==> config.mk <==
export PLATFORM = sky130hd
export DESIGN_NAME = spi_shift_ml
export DESIGN_NICKNAME = d
export VERILOG_FILES = /design/src/rtl/spi_shift_pkg.sv /design/src/rtl/spi_lane_mux.sv /design/src/rtl/spi_shift_ml.sv
export SDC_FILE = /design/constraint.sdc
export NUM_CORES = 2
export LEC_CHECK = 0
export ABC_CLOCK_PERIOD_IN_PS = 26300
export CORE_AREA = 2 2 238 334
export CTS_BUF_LIST = sky130_fd_sc_hd__clkbuf_8
export DETAILED_ROUTE_END_ITERATION = 10
export DIE_AREA = 0 0 240 336
export MAX_ROUTING_LAYER = met4
export PLACE_DENSITY = 0.78
export SKIP_LAST_GASP = 1
export SYNTH_ARGS = -nofsm -noshare
export SYNTH_HDL_FRONTEND = slang
export SYNTH_HIERARCHICAL = 1
export SYNTH_SLANG_ARGS = --single-unit
==> constraint.sdc <==
create_clock -name clk -period 26.3 [get_ports clk]
set_clock_uncertainty 0.1 [all_clocks]
set_input_delay 5.26 -clock clk [delete_from_list [all_inputs] [get_ports clk]]
set_output_delay 5.26 -clock clk [all_outputs]
set_load 0.01 [all_outputs]
==> src/rtl/spi_shift_pkg.sv <==
// Shared types and helpers for the multi-lane SPI shift engine.
package spi_shift_pkg;

  typedef enum logic [1:0] {
    LANE_SINGLE = 2'b00,
    LANE_DUAL   = 2'b01,
    LANE_QUAD   = 2'b10
  } lane_mode_e;

  typedef enum logic {
    ST_IDLE  = 1'b0,
    ST_SHIFT = 1'b1
  } shift_state_e;

  localparam int SD_MISO_LANE = 1;
  localparam int SD_MOSI_LANE = 0;

  function automatic logic [2:0] step_of(input logic [1:0] lane_mode);
    case (lane_mode)
      2'b01:   step_of = 3'd2;
      2'b10:   step_of = 3'd4;
      default: step_of = 3'd1;
    endcase
  endfunction

  // The reserved encoding 2'b11 behaves as single-lane.
  function automatic lane_mode_e mode_of(input logic [1:0] lane_mode);
    case (lane_mode)
      2'b01:   mode_of = LANE_DUAL;
      2'b10:   mode_of = LANE_QUAD;
      default: mode_of = LANE_SINGLE;
    endcase
  endfunction

endpackage

==> src/rtl/spi_lane_mux.sv <==
// Combinational 4-lane extract/insert at a signed base bit index; lanes whose
// index falls outside [0, n_bits) or at/after step are inactive.
module spi_lane_mux
  import spi_shift_pkg::*;
#(
  parameter int MAX_CHAR = 128,
  parameter int LEN_BITS = $clog2(MAX_CHAR)
) (
  input  logic [MAX_CHAR-1:0] data,
  input  logic [LEN_BITS+1:0] base,
  input  logic [LEN_BITS:0]   n_bits,
  input  logic [2:0]          step,
  input  logic [3:0]          ins_lanes,
  input  logic                ins_en,
  output logic [3:0]          ext_lanes,
  output logic [MAX_CHAR-1:0] data_ins
);

  localparam int SW = LEN_BITS + 2;

  logic [SW-1:0] idx [4];
  logic [3:0]    hit;

  // base is two's complement: the top bit flags a position before bit 0.
  always_comb begin
    for (int k = 0; k < 4; k++) begin
      idx[k] = base + SW'(k);
      hit[k] = (3'(k) < step) && !idx[k][SW-1] && (idx[k][LEN_BITS:0] < n_bits);
    end
  end

  always_comb begin
    ext_lanes = '0;
    data_ins  = data;
    for (int k = 0; k < 4; k++) begin
      if (hit[k]) begin
        ext_lanes[k] = data[idx[k][LEN_BITS-1:0]];
        if (ins_en) data_ins[idx[k][LEN_BITS-1:0]] = ins_lanes[k];
      end
    end
  end

endmodule

==> src/rtl/spi_shift_ml.sv <==
// Multi-lane (single/dual/quad) SPI shift engine with abort and done pulse.
// Optional build macro SPI_SHIFT_LOOPBACK_EN adds a loopback input (rx samples sd_out).
module spi_shift_ml
  import spi_shift_pkg::*;
#(
  parameter int MAX_CHAR = 128,
  parameter int LEN_BITS = $clog2(MAX_CHAR)
) (
  input  logic                  clk,
  input  logic                  rst,
  input  logic                  latch,
  input  logic [MAX_CHAR/8-1:0] byte_sel,
  input  logic [MAX_CHAR-1:0]   p_in,
  input  logic [LEN_BITS-1:0]   len,
  input  logic                  lsb,
  input  logic [1:0]            lane_mode,
  input  logic                  dir_rx,
  input  logic                  go,
  input  logic                  abort,
  input  logic                  pos_edge,
  input  logic                  neg_edge,
  input  logic                  tx_negedge,
  input  logic                  rx_negedge,
  input  logic [3:0]            sd_in,
`ifdef SPI_SHIFT_LOOPBACK_EN
  input  logic                  loopback,
`endif
  output logic [3:0]            sd_out,
  output logic [3:0]            sd_oe,
  output logic                  tip,
  output logic                  last,
  output logic                  done,
  output logic [MAX_CHAR-1:0]   p_out
);

  localparam int CW = LEN_BITS + 1;
  localparam int SW = LEN_BITS + 2;
  localparam int NB = MAX_CHAR / 8;

  shift_state_e        state, state_nxt;
  logic                done_nxt;
  logic [MAX_CHAR-1:0] tx_reg;
  logic [CW-1:0]       tx_cnt, rx_cnt, tx_cnt_nxt, rx_cnt_nxt, tx_dec, rx_dec;
  logic [CW-1:0]       n_live, cfg_n, eff_n, eff_tx_cnt;
  logic                cfg_lsb, cfg_dir_rx, eff_lsb;
  lane_mode_e          cfg_mode, eff_mode;
  logic [2:0]          cfg_step, eff_step;
  logic [SW-1:0]       tx_base, rx_base;
  logic [3:0]          tx_lanes, rx_src, rx_lanes, rx_ext_unused;
  logic [MAX_CHAR-1:0] rx_data, tx_ins_unused;
  logic                tx_edge, rx_edge, rx_store, lb_on;

  assign tip    = (state == ST_SHIFT);
  assign last   = (tx_cnt == '0);
  assign n_live = (len == '0) ? CW'(MAX_CHAR) : CW'(len) + CW'(1);

  // Idle uses the live configuration so sd_out prefetches the first bits.
  assign eff_lsb    = tip ? cfg_lsb : lsb;
  assign eff_mode   = tip ? cfg_mode : mode_of(lane_mode);
  assign eff_n      = tip ? cfg_n : n_live;
  assign eff_tx_cnt = tip ? tx_cnt : n_live;
  assign eff_step   = step_of(eff_mode);
  assign cfg_step   = step_of(cfg_mode);

  assign tx_base = eff_lsb ? (SW'(eff_n) - SW'(eff_tx_cnt)) : (SW'(eff_tx_cnt) - SW'(eff_step));
  assign rx_base = cfg_lsb ? (SW'(cfg_n) - SW'(rx_cnt)) : (SW'(rx_cnt) - SW'(cfg_step));

  spi_lane_mux #(.MAX_CHAR(MAX_CHAR), .LEN_BITS(LEN_BITS)) u_tx_mux (
    .data      (tx_reg),
    .base      (tx_base),
    .n_bits    (eff_n),
    .step      (eff_step),
    .ins_lanes (4'b0000),
    .ins_en    (1'b0),
    .ext_lanes (tx_lanes),
    .data_ins  (tx_ins_unused)
  );

  spi_lane_mux #(.MAX_CHAR(MAX_CHAR), .LEN_BITS(LEN_BITS)) u_rx_mux (
    .data      (p_out),
    .base      (rx_base),
    .n_bits    (cfg_n),
    .step      (cfg_step),
    .ins_lanes (rx_lanes),
    .ins_en    (1'b1),
    .ext_lanes (rx_ext_unused),
    .data_ins  (rx_data)
  );

  always_comb begin
    sd_out = tx_lanes;
    if (eff_mode == LANE_SINGLE) sd_out = 4'(tx_lanes[0]) << SD_MOSI_LANE;
  end

`ifdef SPI_SHIFT_LOOPBACK_EN
  assign lb_on  = loopback;
  assign rx_src = loopback ? sd_out : sd_in;
`else
  assign lb_on  = 1'b0;
  assign rx_src = sd_in;
`endif

  assign rx_lanes = (cfg_mode == LANE_SINGLE) ? {3'b000, rx_src[SD_MISO_LANE]} : rx_src;

  always_comb begin
    sd_oe = '0;
    if (tip && !lb_on) begin
      case (cfg_mode)
        LANE_DUAL: if (!cfg_dir_rx) sd_oe = 4'b0011;
        LANE_QUAD: if (!cfg_dir_rx) sd_oe = 4'b1111;
        default:   sd_oe = 4'b0001;
      endcase
    end
  end

  assign tx_edge  = tx_negedge ? neg_edge : pos_edge;
  assign rx_edge  = rx_negedge ? neg_edge : pos_edge;
  assign tx_dec   = (tx_cnt < CW'(cfg_step)) ? tx_cnt : CW'(cfg_step);
  assign rx_dec   = (rx_cnt < CW'(cfg_step)) ? rx_cnt : CW'(cfg_step);
  assign tx_cnt_nxt = (tx_edge && tx_cnt != '0) ? tx_cnt - tx_dec : tx_cnt;
  assign rx_cnt_nxt = (rx_edge && rx_cnt != '0) ? rx_cnt - rx_dec : rx_cnt;
  assign rx_store = tip && rx_edge && (rx_cnt != '0) && (cfg_mode == LANE_SINGLE || cfg_dir_rx);

  always_ff @(posedge clk or posedge rst) begin
    if (rst) begin
      state <= ST_IDLE;
      done  <= 1'b0;
    end else begin
      state <= state_nxt;
      done  <= done_nxt;
    end
  end

  // Completion looks at the post-edge counter values so the last shift ends the transfer.
  always_comb begin
    state_nxt = state;
    done_nxt  = 1'b0;
    if (abort) begin
      state_nxt = ST_IDLE;
    end else begin
      case (state)
        ST_IDLE:  if (go) state_nxt = ST_SHIFT;
        ST_SHIFT: if (pos_edge && tx_cnt_nxt == '0 && rx_cnt_nxt == '0) begin
          state_nxt = ST_IDLE;
          done_nxt  = 1'b1;
        end
        default:  state_nxt = ST_IDLE;
      endcase
    end
  end

  always_ff @(posedge clk or posedge rst) begin
    if (rst) begin
      tx_reg     <= '0;
      p_out      <= '0;
      tx_cnt     <= '0;
      rx_cnt     <= '0;
      cfg_n      <= '0;
      cfg_lsb    <= 1'b0;
      cfg_dir_rx <= 1'b0;
      cfg_mode   <= LANE_SINGLE;
    end else if (abort || !tip) begin
      tx_cnt <= n_live;
      rx_cnt <= n_live;
      if (!abort && latch) begin
        for (int b = 0; b < NB; b++)
          if (byte_sel[b]) tx_reg[8*b +: 8] <= p_in[8*b +: 8];
      end
      if (!abort && go) begin
        cfg_n      <= n_live;
        cfg_lsb    <= lsb;
        cfg_dir_rx <= dir_rx;
        cfg_mode   <= mode_of(lane_mode);
      end
    end else begin
      tx_cnt <= tx_cnt_nxt;
      rx_cnt <= rx_cnt_nxt;
      if (rx_store) p_out <= rx_data;
    end
  end

endmodule

After elaboration in Yosys (flattened, before gate mapping)
Cells that the tools add are included.
Widths: inputs -> output; s select.
Word-level totals
  input port bits: 168
  memories kept: 0
  latch bits: 0
  logic and storage cells: 202
  bits in read-only memories: 0
  output and inout bits: 139
  memory bits (writable): 0
  bits in registers: 286
Cells by class
  reductions and logical operators: 67
  mux-type cells: 59
  add/subtract/negate cells: 13
  bitwise operators: 2
  $lt $le $gt $ge: 30
  shifts and indexed selects: 0
  equality and inequality tests: 6
  multipliers: 0
  div/mod/pow operators: 0
Operators by type and width (count)
  $bwmux 128: 4
  $mux 128: 4
  $mux 8: 9
  $lt 7x8->1 const B: 8
  $lt 8x8->1: 8
  $reduce_and 3->1: 16
  $add 9x2->9 const B: 4
  $logic_and 1x1->1: 29
  $bmux 1 s7: 4
  $demux 1 s7: 4
  $ge 7x1->1 const B: 4
  $logic_not 8->1: 3
  $mux 1: 21
  $add 9x1->9 const B: 2
  $mux 9: 2
  $sub 8x3->9: 2
  $sub 8x8->9: 2
  $lt 8x3->1: 2
  $mux 4: 4
  $reduce_bool 8->1: 2
  $sub 8x8->8: 2
  $lt 1x3->1 const A: 4
  $lt 2x3->1 const A: 4
  $pmux 3 s2: 2
  other kinds (13): 31

Logic depth before layout (Yosys ltp)
  depth after elaboration: 16
  gate-level depth with buffers: 29
  mapped depth without buffers: 27

Hierarchy
The synthesis kept the hierarchy.
By module, submodules not included
  spi_lane_mux (u_tx_mux): cells each 2029, area each 14985.6 µm², instances 1, seq. area each 0.0 µm²
  spi_shift_ml: cells each 1019, area each 13809.5 µm², instances 1, seq. area each 7156.9 µm²
  spi_lane_mux (u_rx_mux): cells each 1795, area each 13625.6 µm², instances 1, seq. area each 0.0 µm²

Least setup slack after synthesis
OpenSTA, ideal clock, no wires.
  path kind: in2out
  from: in len[4]
  to: out sd_out[3]
  setup slack: 10.588 ns
  buffers on the path: 5
  arrival time: 10.352 ns
  cell stages on the path: 25
  required time: 20.940 ns
  cells stage by stage: clkbuf_2 > nor4_1 > nand3_1 > nand2_1 > nor2_1 > a21oi_1 > ha_1 > inv_1 > fa_1 > mux2_2 > clkbuf_1 > clkbuf_1 > inv_1 > ha_1 > clkbuf_1 > inv_2 > buf_1 > ha_1 > a21boi_0 > o21ai_0 > a21oi_1 > or2_2 > nor2_1 > o311a_1 > nor2b_1
On the way
  cells in the longest elaborated chain, start to end: 11
  elaborated cells between the ends (all ways): 17
  classes of those cells: add/sub: 4; order compare: 1; mux: 8; reduce/logical: 4
RTL lines
  from (decl): line spi_shift_ml.sv:14  | input logic [LEN_BITS-1:0] len,
  $logic_not 7->1 (*): line spi_shift_ml.sv:55  | assign n_live = (len == '0) ? CW'(MAX_CHAR) : CW'(len) + CW'(1);
  $mux 8 (*): line spi_shift_ml.sv:55
  $mux 8, on equally long branches: line spi_shift_ml.sv:61, spi_shift_ml.sv:60
  $sub 8x3->9 / $sub 8x8->9 (equally long branches): line spi_shift_ml.sv:65  | assign tx_base = eff_lsb ? (SW'(eff_n) - SW'(eff_tx_cnt)) : (SW'(eff_tx_cnt) - SW'(eff_step));
  $mux 9 (*): line spi_shift_ml.sv:65
  net tx_base[1]: line spi_shift_ml.sv:48  | logic [SW-1:0] tx_base, rx_base;
  $add 9x2->9 (*): line spi_lane_mux.sv:27  | idx[k] = base + SW'(k);
  branches (longest 3 deep; another with $bmux 1 s7)
  $mux 1 (*): line spi_lane_mux.sv:36  | if (hit[k]) begin
  net tx_lanes[3]: line spi_shift_ml.sv:49  | logic [3:0] tx_lanes, rx_src, rx_lanes, rx_ext_unused;
  $mux 4 (*): line spi_shift_ml.sv:92  | if (eff_mode == LANE_SINGLE) sd_out = 4'(tx_lanes[0]) << SD_MOSI_LANE;
  to (decl): line spi_shift_ml.sv:28  | output logic [3:0] sd_out,
Mark *: on every way through the listed nets, which the timed path passes. The select of a mux whose other input is x is not followed.

Worst setup path in the final report
Same ends and word-level chain as after synthesis.

==> run summary <==
Detail Placement HPWL: 82.7 mm
Core area: 77,500 um2
Tot GR Track Use: 0.301
Width of the die: 240 um
Drt drc: 0
FF/Latch Area: 7160 um2
Critical Path RT: 20.94 ns
Crit path max-delay cell type: xor2_1
Clock latency at the later pin of the worst-skew pair: 0.63 ns
Initial antenna violation count: 3
H-tree depth: 2
Post-synthesis cell area: 29,300 um2
CP endpoint kind: primary output
Area growth from synthesis to layout: 15.1%
Setup_tns: 0 ns
Fill cell count: 7,376
# setup viols final: 0
Synth warnings: 6
Post-Syn Area per Cell: 9.52 um2
Gpl congestion: 1.07
# rows: 121
Slowest stage delay, CP: 0.97 ns
Routed WL: 120 mm
Slew Limit Fails: 0
I/O Buffers: 306
Total power: 3150 uW
# resized after CTS: 0
Full die area: 80,600 um2
Bufs on Longest Clock Path: 3
Post-DP Area: 32,700 um2
Net Count, Synth: 3,357
Synth Instances: 3,076
Top delay family on crit path: buffers and inverters
Worst-path cell chain: clkdlybuf4s50_1, nor4_1, nand3_1, nand2_1, nor2_1, a21oi_1, ha_1, inv_1, fa_1, mux2_2, buf_4, inv_1, ha_1, a21oi_2, xor2_1, inv_2, ha_1, o21ai_0, a21oi_1, or2_2, nor2_1, o311a_1, nor2b_1, clkdlybuf4s50_1
Critical path launch point type: primary input
Final hold slack: 0.426 ns
RSZ-0062 raised after global routing: no
Post-CTS setup buffer count: 0
Crit path buf inv count: 6
Layout cells sized above 1: 0.207
Highest Clock Rate: 0.0573 GHz
Slew HR: 0.0359
DR WL/cell: 28.2 um
Nets: 3,446
Area of the multi-input gates: 20,200 um2
CTS tree: yes
Maxcap violations: 0
Hold crit path type: reg -> reg
Routed vias/inst: 6.71
Tmin final: 17.44 ns
Final ANT Viol Nets: 0
DR vias: 28,520
Endpoints failing hold: 0
Final instance area: 33,700 um2
Leak: 0.0129 uW
Initial drt markers: 3,766
Num CTS Buffers: 51
Crit path DAT: 12.08 ns
Hold buffer count at CTS: 0
Worst-Margin Slew: 1.44 ns
Max VDD drop: 0.0000743 V
Vias in the first global route: 27,886
CP dominant cell by count: ha_1
Die Ht: 336 um
Reg clk slew, reported paths: 0.05 ns
CTS Root Cell: clkbuf_8
Power per cell area: 93.4 nW/um2
Fin crit share: 0.663
Crit path max fanout: 48
Initial Util: 0.378
First-pass GRT wire length: 179 mm
Largest net degree at the start of global routing: 133
Total gr overflow: 0
Clock Sinks: 286
First-pass iteration count of the detailed router: 9
Outcome: completed
# IOs: 307
WS Path Type: in -> out
[routing by layer]
| layer | part of all wire | up-vias | track usage |
|---|---|---|---|
| li1 | - | 12034 | - |
| met1 | 0.34 | 13609 | 0.329 |
| met2 | 0.47 | 2185 | 0.481 |
| met3 | 0.11 | 692 | 0.0685 |
| met4 | 0.090 | 0 | 0.213 |
| met5 | 0 | - | - |
[cell type report]
class,count,area share
inverter,89,0.0101
antenna,5,0.000371
clock buffer,64,0.0261
tap,1045,0.0388
timing repair buffer,384,0.109
clock inverter,27,0.00453
sequential,286,0.212
multi-input combinational,2353,0.599
[where the power goes]
part,switching (uW),internal [uW]
Clock,208,228
Sequential,100,506
Combinational,1310,796
Total,1620,1530
[path summary, 6_finish.rpt]
| check | slack, ns | endpoint | cells after the start | start |
|---|---|---|---|---|
| max | 8.86 | sd_out[3] | 24 | len[4] |
| min | 0.43 | p_out[117] | 1 | p_out[117] |
| max reg2reg | 18.68 | p_out[16] | 21 | cfg_mode[1] |
| min reg2reg | 0.43 | p_out[117] | 1 | p_out[117] |
| max in group asynchronous | 18.78 | p_out[8] | 4 | rst |
| min in group asynchronous | 4.99 | tx_reg[59] | 2 | rst |
[worst register-to-register path, delay by kind of cell, from the launching register on]
family,cells,cell delay (ns)
AND/OR/NAND/NOR,6,2.08
adder cells (fa/ha/maj),5,1.84
multiplexers,2,1.02
buffers and inverters,4,1.01
AO/OA/AOI/OAI,3,0.63
XOR/XNOR,1,0.43
flip-flops,1,0.42
[stage by stage]
stage	utilization	setup slack (ns)	instances
floorplan	-	10.85	3076
global placement	0.421	9.01	4157
detailed placement	0.421	8.95	4157
CTS	0.435	8.92	4248
global route	0.435	8.42	4251
finish	0.435	8.86	4253
[cells in the final DEF, fill, tap and decap left out, drive strengths merged, types with 17 or more instances in the layout]
cell,count
a21oi,93
a221oi,18
a22oi,89
a31oi,21
a32oi,97
and2,20
and3,48
buf,78
clkbuf,64
clkdlybuf4s50,306
dfrtp,286
ha,107
inv,103
mux2,306
mux2i,131
mux4,139
nand2,237
nand2b,17
nand3,72
nand4,32
nor2,159
nor2b,31
nor3,50
nor4,93
o211ai,30
o21a,24
o21ai,175
o221ai,67
or2,18
or3,29
xnor2,39
xor2,22
No activity file was read; power rests on OpenSTA's default activity.
